[src/rtl/cnn_run_ctrl.sv]
// Run initiator for cnn_top: edge-triggered request -> timed start pulse -> wait for done under a watchdog.
// Captures the prediction, grades it against the expected label and keeps saturating pass/fail counts.
module cnn_run_ctrl #(
  parameter int START_PULSE_CYCLES = 100,
  parameter int TIMEOUT_CYCLES     = 1000000,
  parameter int CNT_W              = 16
) (
  input  logic             clk,
  input  logic             rst,
  input  logic             req,
  input  logic [3:0]       expected,
  output logic             acc_start,
  input  logic             acc_done,
  input  logic [3:0]       acc_result,
  output logic             busy,
  output logic             result_valid,
  output logic [3:0]       result_q,
  output logic             pass,
  output logic             timeout,
  output logic [CNT_W-1:0] pass_cnt,
  output logic [CNT_W-1:0] fail_cnt
);

  localparam int PW = $clog2(START_PULSE_CYCLES + 1);
  localparam int TW = $clog2(TIMEOUT_CYCLES + 1);
  localparam logic [PW-1:0] PULSE_LAST = PW'(START_PULSE_CYCLES - 1);
  localparam logic [TW-1:0] WDOG_LAST  = TW'(TIMEOUT_CYCLES - 1);

  typedef enum logic [2:0] {
    S_IDLE,
    S_START,
    S_WAIT,
    S_CAPTURE,
    S_TIMEOUT
  } state_t;

  state_t           r_state;
  state_t           w_state_nxt;
  logic             r_req_d;
  logic             r_req_edge;
  logic             r_armed;
  logic [3:0]       r_expected;
  logic [PW-1:0]    r_pulse;
  logic [TW-1:0]    r_wdog;
  logic             r_acc_start;
  logic             r_busy;
  logic             r_result_valid;
  logic [3:0]       r_result_q;
  logic             r_pass;
  logic             r_timeout;
  logic [CNT_W-1:0] r_pass_cnt;
  logic [CNT_W-1:0] r_fail_cnt;

  logic w_req_edge;
  logic w_qdone;
  logic w_wdog_hit;
  logic w_pulse_end;
  logic w_busy_nxt;
  logic w_match;

  always_ff @(posedge clk) begin
    if (rst) begin
      r_state <= S_IDLE;
    end else begin
      r_state <= w_state_nxt;
    end
  end

  // A done only counts once a low level has been seen since this run started.
  always_comb begin
    w_state_nxt = r_state;
    w_req_edge  = req & ~r_req_d;
    w_qdone     = r_armed & acc_done;
    w_wdog_hit  = (r_wdog == WDOG_LAST);
    w_pulse_end = (r_pulse == PULSE_LAST);
    w_match     = (acc_result == r_expected) && (acc_result <= 4'd9);
    case (r_state)
      S_IDLE: begin
        if (r_req_edge) w_state_nxt = S_START;
      end
      S_START: begin
        if (w_qdone)          w_state_nxt = S_CAPTURE;
        else if (w_wdog_hit)  w_state_nxt = S_TIMEOUT;
        else if (w_pulse_end) w_state_nxt = S_WAIT;
      end
      S_WAIT: begin
        if (w_qdone)         w_state_nxt = S_CAPTURE;
        else if (w_wdog_hit) w_state_nxt = S_TIMEOUT;
      end
      S_CAPTURE: w_state_nxt = S_IDLE;
      S_TIMEOUT: w_state_nxt = S_IDLE;
      default:   w_state_nxt = S_IDLE;
    endcase
    // Busy also covers the cycle in which result_valid is presented.
    w_busy_nxt = (w_state_nxt != S_IDLE) || (r_state == S_CAPTURE) || (r_state == S_TIMEOUT);
  end

  always_ff @(posedge clk) begin
    if (rst) begin
      r_req_d        <= 1'b0;
      r_req_edge     <= 1'b0;
      r_armed        <= 1'b0;
      r_expected     <= 4'd0;
      r_pulse        <= '0;
      r_wdog         <= '0;
      r_acc_start    <= 1'b0;
      r_busy         <= 1'b0;
      r_result_valid <= 1'b0;
      r_result_q     <= 4'd0;
      r_pass         <= 1'b0;
      r_timeout      <= 1'b0;
      r_pass_cnt     <= '0;
      r_fail_cnt     <= '0;
    end else begin
      r_req_d        <= req;
      r_req_edge     <= w_req_edge & ~r_busy;
      r_acc_start    <= (w_state_nxt == S_START);
      r_busy         <= w_busy_nxt;
      r_result_valid <= 1'b0;
      case (r_state)
        S_IDLE: begin
          if (r_req_edge) begin
            r_expected <= expected;
            r_pulse    <= '0;
            r_wdog     <= '0;
            r_armed    <= 1'b0;
          end
        end
        S_START, S_WAIT: begin
          r_wdog <= r_wdog + TW'(1);
          if (r_state == S_START) r_pulse <= r_pulse + PW'(1);
          if (!acc_done) r_armed <= 1'b1;
        end
        S_CAPTURE: begin
          r_result_q     <= acc_result;
          r_pass         <= w_match;
          r_timeout      <= 1'b0;
          r_result_valid <= 1'b1;
          if (w_match) begin
            if (r_pass_cnt != {CNT_W{1'b1}}) r_pass_cnt <= r_pass_cnt + CNT_W'(1);
          end else begin
            if (r_fail_cnt != {CNT_W{1'b1}}) r_fail_cnt <= r_fail_cnt + CNT_W'(1);
          end
        end
        S_TIMEOUT: begin
          r_timeout      <= 1'b1;
          r_pass         <= 1'b0;
          r_result_valid <= 1'b1;
          if (r_fail_cnt != {CNT_W{1'b1}}) r_fail_cnt <= r_fail_cnt + CNT_W'(1);
        end
        default: ;
      endcase
    end
  end

  assign acc_start    = r_acc_start;
  assign busy         = r_busy;
  assign result_valid = r_result_valid;
  assign result_q     = r_result_q;
  assign pass         = r_pass;
  assign timeout      = r_timeout;
  assign pass_cnt     = r_pass_cnt;
  assign fail_cnt     = r_fail_cnt;

endmodule

[config.mk]
export PLATFORM = sky130hd
export DESIGN_NAME = cnn_run_ctrl
export DESIGN_NICKNAME = d
export VERILOG_FILES = /design/src/rtl/cnn_run_ctrl.sv
export SDC_FILE = /design/constraint.sdc
export NUM_CORES = 1
export LEC_CHECK = 0
export ABC_AREA = 1
export CAP_MARGIN = 20
export CORE_ASPECT_RATIO = 1.5
export CORE_MARGIN = 4
export CORE_UTILIZATION = 50
export CTS_CLUSTER_DIAMETER = 40
export CTS_CLUSTER_SIZE = 24
export DETAILED_ROUTE_END_ITERATION = 10
export PLACE_DENSITY = 0.86
export SYNTH_ARGS = -nofsm -noshare
export SYNTH_HDL_FRONTEND = slang
export SYNTH_SLANG_ARGS = --single-unit
export TNS_END_PERCENT = 10
[constraint.sdc]
create_clock -name clk -period 1.8 [get_ports clk]
set_clock_uncertainty 0.2 [all_clocks]
set_input_delay 0.54 -clock clk [delete_from_list [all_inputs] [get_ports clk]]
set_output_delay 0.54 -clock clk [all_outputs]
set_load 0.02 [all_outputs]
-- Yosys cells after proc, flatten, opt, wreduce, memory -nomap -nowiden
Cells that the tools add are included.
- bits in registers: 78
- output and inout port bits: 41
- word-level logic and storage cells: 75
- add/subtract/negate cells: 4
- $lt $le $gt $ge: 1
- eq/ne operators: 14
- muxes and demuxes: 21
- bitwise gates (word level): 5
- reductions and logical operators: 15
- operator list (cell ; count):
    case mux 20 bit (2 select lines) ; 1
    adder 16 x 1 -> 16 bit, second input constant ; 2
    2-to-1 mux 16 bit ; 2
    inequality test 16 bit, second input constant ; 2
    case mux 16 bit (2 select lines) ; 1
    adder 20 x 1 -> 20 bit, second input constant ; 1
    equality test 20 bit, second input constant ; 1
    2-to-1 mux 20 bit ; 1
    2-to-1 mux 3 bit ; 6
    2-to-1 mux 7 bit ; 2
    case mux 7 bit (2 select lines) ; 1
    case mux 3 bit (3 select lines) ; 1
    AND reduction 3 bit ; 3
    inequality test 2 bit, second input constant ; 4
    adder 7 x 1 -> 7 bit, second input constant ; 1
    equality test 7 bit, second input constant ; 1
    equality test 3 x 1 -> 1 bit, second input constant ; 2
    equality test 3 x 2 -> 1 bit, second input constant ; 2
    case mux 1 bit (2 select lines) ; 3
    AND reduction 2 bit ; 3
    equality test 4 bit ; 1
    less-or-equal comparator 4 bit, second input constant ; 1
    nonzero test 2 bit ; 2
    OR reduction 2 bit ; 2
    8 further kinds ; 14

-- Logic depth before layout (Yosys ltp)
- word-level depth: 8
- depth in mapped cells: 11
- depth with buffers taken out: 11

-- Worst setup path after synthesis
Ideal clock, no wire load.
- path type: register -> register
- start: register r_pass_cnt[0] (netlist: pass_cnt[0])
- end: register r_pass_cnt[5] (netlist: pass_cnt[5])
- setup time: 0.140 ns
- arrival time: 1.568 ns
- data required time: 1.460 ns
- slack: -0.109 ns
- stages on the path, launching flop included: 10
- buffers on the path: 1
- cells stage by stage: dfxtp_1 > ha_1 > nand3_1 > nor2_2 > nand2_1 > nor3_2 > nor2_4 > buf_6 > nand2_1 > a21oi_2
- cells in the longest elaborated chain, start to end: 2
- ends and longest elaborated chain (item ; line ; source):
    start: declaration ; 51 ; logic [CNT_W-1:0] r_pass_cnt;
    start signal: assignment ; 140 ; if (r_pass_cnt != {CNT_W{1'b1}}) r_pass_cnt <= r_pass_cnt + CNT_W'(1);
    branches (longest 2 deep; another with adder 16 x 1 -> 16 bit) ; -- ;
Parallel ways; which one is timed is not known.
A chain may end at the register's enable or synchronous reset.

-- Final worst setup path
- start: register r_fail_cnt[5] (netlist: fail_cnt[5])
- end: output fail_cnt[5]
- RTL lines (item ; line ; source):
    start: declaration ; 52 ; logic [CNT_W-1:0] r_fail_cnt;
    start signal: assignment ; 142 ; if (r_fail_cnt != {CNT_W{1'b1}}) r_fail_cnt <= r_fail_cnt + CNT_W'(1);
    start signal: assignment ; 149 ; if (r_fail_cnt != {CNT_W{1'b1}}) r_fail_cnt <= r_fail_cnt + CNT_W'(1);
    end: declaration ; 21 ; output logic [CNT_W-1:0] fail_cnt
No word-level cell between the ends.

==> run metrics <==
core area=between 0.008 and 0.009 mm²; MaxCap Viol Count=0; I/O pin count=53; antenna violations before repair=0; Routed Antenna Nets=0; largest net degree at the start of global routing=48; Clock Root Buffer=clkbuf_16; dominant synthesized flop cell=dfxtp_1; cell family contributing the most delay on the critical path=flip-flops; actual slew at the worst max-slew pin=about 0.30 ns; CTS tree=built; CP cell instances=dlygate4sd2_1; Sink Count=78; Worst R2R Setup Slack=about 0.030 ns; post-synthesis area per instance=6.80 µm²; critical path's slowest cell=dfxtp_1; P_sw=0.000842 W; FF-to-FF Start=fail_cnt[1]; std cell rows=41; critical path type=register to output pin; FF/Latch Area=0.00158 mm²; commonest cells after routing, fill and taps aside=168 x nand2_1, 79 x nor2_1, 70 x dfxtp_1; HP Class=register to register; Final Slew Violations=0; Power per Cell Area=653 mW/mm²; run status=completed; gpl congestion=0.919; Startpoint Class=register; Fillers=674; Reg clk slew, reported paths=0.06 ns; crit path launch=fail_cnt[5]; Vias per Instance=between 5 and 6; Worst EP required=1.06 ns; Initial DRT Pass Iterations=6; DRC viols=0; total power draw=roughly 0.0037 W; setup TNS=0 ns; sequential share of the synthesized area=36.5%; post-synthesis cell area=0.00428 mm²; CP peak stage delay=0.36 ns; P_leak=2.31 nW; Max Freq=around 560 MHz; Warnings, synthesis=0; number of synthesized flops with an enable pin=0; Synth cell types=38; grt total ovfl=0; Nets=751; most common cell after layout, fill and taps aside=nand2_1; worst r2r dst=fail_cnt[3]; Total GRT Usage=23.1%; vias=roughly 4,600; Die Y-Extent=roughly 120 µm; Die X-Extent=about 84 µm; drt wl/cell=14.2 µm; initial core utilization=approximately half; IO Port Bufs=52; Slew HR=80.2%; r2r worst-path depth=9; Mapped Cells=629; fin crit period=1.78 ns; CP Buf/Inv Count=1; global-route wire length before repair=19,200 µm; clock power share=47.5%; Die Area=0.0101 mm²; Mapped Nets=645; CTS Buffer Depth=2; clock latency on the worst-skew pair=0.34 ns; final hold slack=0.203 ns; final number of hold-violating endpoints=0; switching share of total power=22.6%; Setup crit end=fail_cnt[5]; VDD IR max=around 0.6 mV; dpl hpwl=8410 µm; multi-input logic area=0.00250 mm²; #FFs+latches synth=78; final period utilization=about 99%; Post-Route WL=12,000 µm; vias in the first global route=approximately 4,600; Final setup viols=0; H-Tree Depth=3; Layout area overhead=33.2%; initial DRC count=between 300 and 400; clock buffer count from CTS=9; Comb power frac=under 10%; Critical Path Stages=1; Post-synth ARST share=0%; crit path capture type=output pin; power share of the sequential group=between 40% and 50%; RSZ-0062 raised after global routing=yes; hold depth=1; Crit Path Max Fanout=3; crit path DAT=1.04 ns; layout cells sized above 1=21.0%; Antenna diodes=0; Internal=0.00288 W
-- metal layers --
metal  part of all wire [%]  GRT usage [%]  vias up
met5                      0              0        -
met4                    4.9           14.7        0
met3                    4.9           4.55       60
met2                     53           43.1      169
met1                     37           23.3     2109
li1                       -              -     2245
-- per-stage QoR --
stage | area, µm² | util (%) | setup WS (ns) | cells
6_report | 5700 | 68.2 | 0.0169 | 846
5_1_grt | 5700 | 68.2 | -0.0613 | 846
4_1_cts | 5520 | 66.0 | -0.00136 | 842
3_5_place_dp | 5280 | 63.2 | -0.517 | 827
3_3_place_gp | 5280 | 63.2 | -0.474 | 827
2_1_floorplan | 4290 | - | 0.00916 | 629
-- repair_timing --
| action | CTS | global route |
|---|---|---|
| gates cloned | 0 | 1 |
| resized for setup | 53 | 44 |
| buffers inserted | 0 | 3 |
| setup endpoints to repair | 73 | 54 |
| pin swaps | 3 | 11 |
| hold buffers | 0 | 0 |
-- cells by family after synthesis --
| group | Yosys count | synth area share [%] |
|---|---|---|
| xor gates and xnor gates | 22 | 4.50 |
| and+or+nand+nor | 362 | 38.2 |
| adders and majority gates | 4 | 1.17 |
| AOI/OAI and AO/OA | 87 | 11.6 |
| DFF | 78 | 36.5 |
| buffers and inverters | 76 | 7.98 |
-- cell type report --
class                           count  area share, %
Tap cell                          107           2.35
Sequential cell                    78           27.7
Timing Repair Buffer              111           17.1
Multi-Input combinational cell    475           43.9
Inverter                           60           4.04
Clock buffer                       11           4.08
Clock inverter                      4          0.856
-- power groups by stage --
stage | combinational (W) | sequential [W] | clock [W]
finish | 0.000203 | 0.00175 | 0.00177
global route | 0.000222 | 0.00175 | 0.00186
CTS | 0.000193 | 0.00175 | 0.00179
detailed placement | 0.000195 | 0.00179 | 0
global placement | 0.000189 | 0.00179 | 0
floorplan | 0.000113 | 0.00179 | 0
-- synthesized netlist by cell type (7+ instances only) --
master | count | area (µm²)
dfxtp_1 | 78 | 1560
nand2_1 | 174 | 653
nand2_2 | 7 | 43.8
nand4_1 | 15 | 93.8
nand3_2 | 9 | 90.1
inv_1 | 52 | 195
nand3_1 | 48 | 240
nor2_1 | 82 | 308
a21oi_1 | 48 | 240
xor2_1 | 11 | 96.3
xnor2_1 | 11 | 96.3
o21ai_1 | 7 | 35.0
nor2_2 | 7 | 43.8
o21ai_0 | 13 | 65.1
a21oi_2 | 13 | 114
-- worst min path at each step --
stage          slack [ns]     from         end
6_report             0.20  r_req_d  r_req_edge
5_1_grt              0.21  r_req_d  r_req_edge
4_1_cts              0.20  r_req_d  r_req_edge
3_5_place_dp         0.18  r_req_d  r_req_edge
3_3_place_gp         0.18  r_req_d  r_req_edge
2_1_floorplan        0.17  r_req_d  r_req_edge
-- registers in the layout (all words and copies together), names as in the netlist --
name and flops:
r_state 3, r_pulse 7, pass_cnt 16, busy 1, r_wdog 20, r_armed 1, r_req_edge 1, acc_start 1
fail_cnt 16, pass 1, result_valid 1, timeout 1, r_expected 4, result_q 4, r_req_d 1
Note: power is estimated with default switching activity, not from simulation.
==> RTL change 1, RTL diff (same flow settings) <==
The parameter `TIMEOUT_CYCLES` goes from 1000000 to 250000.
--- a/src/rtl/cnn_run_ctrl.sv
+++ b/src/rtl/cnn_run_ctrl.sv
@@ -2,7 +2,7 @@
 // Captures the prediction, grades it against the expected label and keeps saturating pass/fail counts.
 module cnn_run_ctrl #(
   parameter int START_PULSE_CYCLES = 100,
-  parameter int TIMEOUT_CYCLES     = 1000000,
+  parameter int TIMEOUT_CYCLES     = 250000,
   parameter int CNT_W              = 16
 ) (
   input  logic             clk,
Formal check against the unedited RTL: same outputs for any inputs over 10 cycles, from zero or initial values and one cycle with rst high; that may be too few to reach the edited logic, so the function may still have changed.
==> RTL change 1 against the original RTL <==
- the flow now finishes with violations (setup timing)
- worst setup slack worse by 0.060 ns
- utilization is 1.3 points higher
- largest cell class unchanged
- sequential cell count is 2 lower
- synthesized area is 2.2% lower
- design area is 1.3% lower
- routed wire length is 5.6% higher
- final cell count is 1.7% lower
- power is 3.3% lower
- highest routed layer unchanged
==> RTL change 1: results (changes against the original RTL) <==
Outcome
  • Outcome: complete, but fails checks
  • Failing checks: setup timing

Synth
  • Seq/Total Area, Yosys: 36.4% (-0.14 points)
  • Post-synth top cells: 165 x nand2_1, 76 x dfxtp_1, 69 x nor2_1
  • Synth area leaders: dfxtp_1 36%, nand2_1 15%, nor2_1 6.2%, a21oi_1 5.7%, inv_1 5.3%
  • Mapped Nets: 624 (-3.3%)
  • Synth unique cells: 42 (+11%)

Worst setup path
  • CP arrival: 1.90 ns (+0.86 ns)
  • CP max stage cell: dlygate4sd2_1
  • Family with the most delay on the worst path: buffers and inverters

Finish
  • Layout Cells excl Fill: 832 (-1.7%)
  • Layout cell share with drive strength beyond 1: 23.0% (+2.0 points)
  • Largest register FFs: 18 (-10%)
  • Nets: 739 (-1.6%)

Place
  • Placed Cells: 815 (-1.5%)
  • GPL Wtd Cong: 0.910 (-0.96%)
  • Dpl hpwl: 8330 um (-0.94%)
  • Placed cell areas: 0.00525 mm2 (-0.71%)

Global route
  • Gr usage total: 24.8% (+1.6 points)
  • Vias in the first global route: 4537 (-0.92%)
  • First-pass GRT wire length: 19500 um (+1.5%)

Pwr
  • Leak Pwr: 2.39 nW (+3.6%)
  • Worst IR Drop VDD: 0.522 mV (-13%)

STA
  • Worst-Margin Slew: 0.594 ns (+0.298 ns)
  • Final WS setup: -0.0436 ns (-0.0604 ns)
  • Setup Viol. Count Final: 1 (+1)

Detailed routing
  • Initial DRC Count: 302 (-23%)
  • Final wirelength: 12700 um (+5.6%)
RTL change 1: cell types whose count changed after synthesis, moves of 7 or more:
cell	change
nor2_1	-13
nand2_1	-9
inv_1	+7
nand3_2	-7
RTL change 1: logic make-up after synthesis:
logic type	Yosys count	synth area share, %
AND/OR/NAND/NOR	346	38.7
AO/OA/AOI/OAI	84	11.4
buffers and inverters	77	7.80
flip-flops	76	36.4
XOR/XNOR	21	4.57
adder cells (fa/ha/maj)	4	1.20
RTL change 1: layout make-up:
type                       count  area [um2]  area share, %
sequential                    76        1530           27.3
inverter                      64         240           4.27
tap                          105         131           2.33
multi-input combinational    456        2450           43.6
clock inverter                 2        10.0          0.178
clock buffer                  13         260           4.62
timing repair buffer         116         998           17.7
RTL change 1: path summary, 6_finish.rpt:
| path | cells after the start | slack [ns] | to | startpoint |
|---|---|---|---|---|
| max | 7 | -0.04 | pass_cnt[0]$_SDFFE_PP0P_ | acc_result[0] |
| min | 1 | 0.19 | r_req_edge$_SDFF_PP0_ | r_req_d$_SDFF_PP0_ |
| max reg2reg | 7 | -0.03 | pass_cnt[0]$_SDFFE_PP0P_ | r_state[2]$_SDFF_PP0_ |
| min reg2reg | 1 | 0.19 | r_req_edge$_SDFF_PP0_ | r_req_d$_SDFF_PP0_ |
RTL change 1: metal layers:
metal,share of wire (%),GRT usage (%)
met1,37,26.8
met2,54,44.1
met3,5.4,5.78
met4,3.6,11.2
met5,0,0
RTL change 1: power groups by stage:
stage | registers [mW] | clock network, mW | logic (mW)
2_1_floorplan | 1.75 | 0 | 0.110
3_3_place_gp | 1.74 | 0 | 0.192
4_1_cts | 1.71 | 1.69 | 0.196
3_5_place_dp | 1.75 | 0 | 0.197
6_report | 1.71 | 1.68 | 0.207
5_1_grt | 1.71 | 1.77 | 0.225
==> RTL change 2, RTL diff (same flow settings) <==
Made on the original files. The 5 states of `state_t` get a Gray code encoding in 3 bits.
--- a/src/rtl/cnn_run_ctrl.sv
+++ b/src/rtl/cnn_run_ctrl.sv
@@ -27,11 +27,11 @@
   localparam logic [TW-1:0] WDOG_LAST  = TW'(TIMEOUT_CYCLES - 1);
 
   typedef enum logic [2:0] {
-    S_IDLE,
-    S_START,
-    S_WAIT,
-    S_CAPTURE,
-    S_TIMEOUT
+    S_IDLE    = 3'b000,
+    S_START   = 3'b001,
+    S_WAIT    = 3'b011,
+    S_CAPTURE = 3'b010,
+    S_TIMEOUT = 3'b110
   } state_t;
 
   state_t           r_state;
Behaviour: same outputs for any inputs over 10 cycles, from zero or initial values and one cycle with rst high; not proved beyond that.
==> RTL change 2 against the original RTL <==
- the run now ends with setup timing left
- sequential cell count unchanged
- synthesized area decreased by 1.7%
- worst setup slack worse by 0.034 ns
- register-to-register slack lost 0.03 ns
- power up 8.4%
- final cell count fell by 3.8%
- first-iteration DRC count decreased by 18%
- critical path type is now input port to flop
- routed wire length down 1.9%
- design area decreased by 1.6%
- non-clock buffer count is 11 lower
==> RTL change 2: results (changes against the original RTL) <==
Finish
  • Diodes inserted: 0 (unchanged)
  • Largest register FFs: 20 (unchanged)
  • Layout cell share with drive strength beyond 1: 24.0% (+3.0 points)
  • Nets: 720 (-4.1%)
  • Top reg by flops: r_wdog
  • Layout Cells excl Fill: 814 (-3.8%)

Synth
  • Synth unique cells: 42 (+11%)
  • Async SR Flop Fraction: 0% (unchanged)
  • Synth area leaders: dfxtp_1 37%, nand2_1 14%, nor2_1 7.0%, nand3_1 6.1%, a21oi_1 5.5%
  • Synth Flop Type: dfxtp_1
  • Seq/Total Area, Yosys: 37.1% (+0.62 points)
  • Post-Syn Instances: 603 (-4.1%)
  • Leading area contributor after synthesis: dfxtp_1
  • Post-synth top cells: 154 x nand2_1, 79 x nor2_1, 78 x dfxtp_1
  • Mapped Nets: 619 (-4.0%)
  • Synth Warn #: 0 (unchanged)

Detailed routing
  • Average wire per standard cell: 14.5 um (+1.9%)
  • First-pass DRT Iterations: 6 (unchanged)
  • Initial DRC Count: 321 (-18%)
  • DR vias/cell: 5.49 (+1.3%)

Global route
  • Gr usage total: 21.9% (-1.2 points)
  • Pin count of the biggest net entering global routing: 46 (-4.2%)
  • First-pass GRT wire length: 18100 um (-5.6%)
  • Initial antenna violation count: 0 (unchanged)
  • Vias in the first global route: 4167 (-9.0%)

Pwr
  • Worst IR Drop VDD: 0.550 mV (-7.9%)
  • Leak Pwr: 2.30 nW (-0.47%)

Clock network
  • Clock Tree Root: clkbuf_16
  • Clk buf depth: 2 (unchanged)
  • Clock buffer count from CTS: 9 (unchanged)
  • H-Tree Depth: 3 (unchanged)
  • Clock slew at reported path FFs: 0.06 ns (about the same)
  • Clock Latency Late Sink: 0.34 ns (about the same)

Place
  • IO buf count: 52 (unchanged)
  • Placed Cells: 793 (-4.1%)
  • GPL Wtd Cong: 0.926 (+0.71%)
  • Pre-CTS setup slack: -0.587 ns (-0.0699 ns)
  • Dpl hpwl: 7930 um (-5.7%)

STA
  • Worst-Margin Slew: 0.291 ns (-0.00500 ns)
  • Setup Viol. Count Final: 2 (+2)
  • Final WS setup: -0.0169 ns (-0.0337 ns)

Worst setup path
  • CP arrival: 1.84 ns (+0.80 ns)
  • Worst path max stage delay: 0.25 ns (-0.11 ns)
  • Crit Path Max Fanout: 7 (+4)
  • CP max stage cell: dlygate4sd2_1

Min path
  • Worst min-delay path class: flop to flop

Outcome
  • Outcome: complete, but fails checks
  • Failing checks: setup timing
[RTL change 2: cell count changes in the layout (fill, tap and decap cells not counted), sizes merged, moves of 3 or more]
cell   before  now
nor2       95   90
o21ai      20   24
buf        59   49
nand4      15   12
nand2     182  174
nor3        7   11
xor2       11    6
nand3      57   51
[RTL change 2: final timing paths]
kind,from,endpoint,slack (ns),cells after the start
min reg2reg,r_req_d$_SDFF_PP0_,r_req_edge$_SDFF_PP0_,0.20,1
min,r_req_d$_SDFF_PP0_,r_req_edge$_SDFF_PP0_,0.20,1
max reg2reg,pass_cnt[0]$_SDFFE_PP0P_,pass_cnt[2]$_SDFFE_PP0P_,0,9
max,acc_result[1],pass_cnt[2]$_SDFFE_PP0P_,-0.02,11
[RTL change 2: metal layers]
layer	wire, um	GRT usage [%]	part of all wire (%)
met3	668	2.86	5.7
met4	391	14.6	3.3
met2	6330	41.0	54
met1	4410	22.5	37
met5	0	0	0
[RTL change 2: power breakdown]
part / internal, mW / switching (mW)
Clock: 1.14 / 0.697
Sequential: 1.77 / 0.0373
Combinational: 0.136 / 0.255
[RTL change 2: final cells by class]
cell class | count | area [um2]
clock buffer | 12 | 256
clock inverter | 4 | 45.0
fill | 618 | 2500
inverter | 58 | 223
multi-input combinational | 457 | 2510
sequential | 78 | 1580
tap | 105 | 131
timing repair buffer | 100 | 871
[RTL change 2: metrics by stage]
step	hold WS, ns	setup TNS, ns	area (um2)
floorplan	0.174	-0.0428	4220
global placement	0.189	-15.33	5150
detailed placement	0.191	-16.68	5150
CTS	0.199	-1.68	5420
global route	0.224	-0.641	5610
finish	0.198	-0.0195	5610
[RTL change 2: critical path: cells and delay by family]
family,cells,cell delay (ns)
and+or+nand+nor,7,0.79
AOI/OAI and AO/OA,1,0.06
buffers and inverters,3,0.45
[RTL change 2: logic make-up (layout without fill, tap and decap cells)]
logic type                 count (synthesis)  after routing  synth area share, %
adders and majority gates                  4              4                 1.19
buffers and inverters                     70            174                 7.02
DFF                                       78             78                 37.1
and+or+nand+nor                          346            348                 38.7
xor gates and xnor gates                  18             18                 3.93
AOI/OAI and AO/OA                         87             87                 12.0
[RTL change 2: repair_timing]
item                       CTS  global route
setup buffers                0             3
setup endpoints to repair   73            55
gates resized for setup     58            61
cloned                       0             2
pin swaps                    1            13
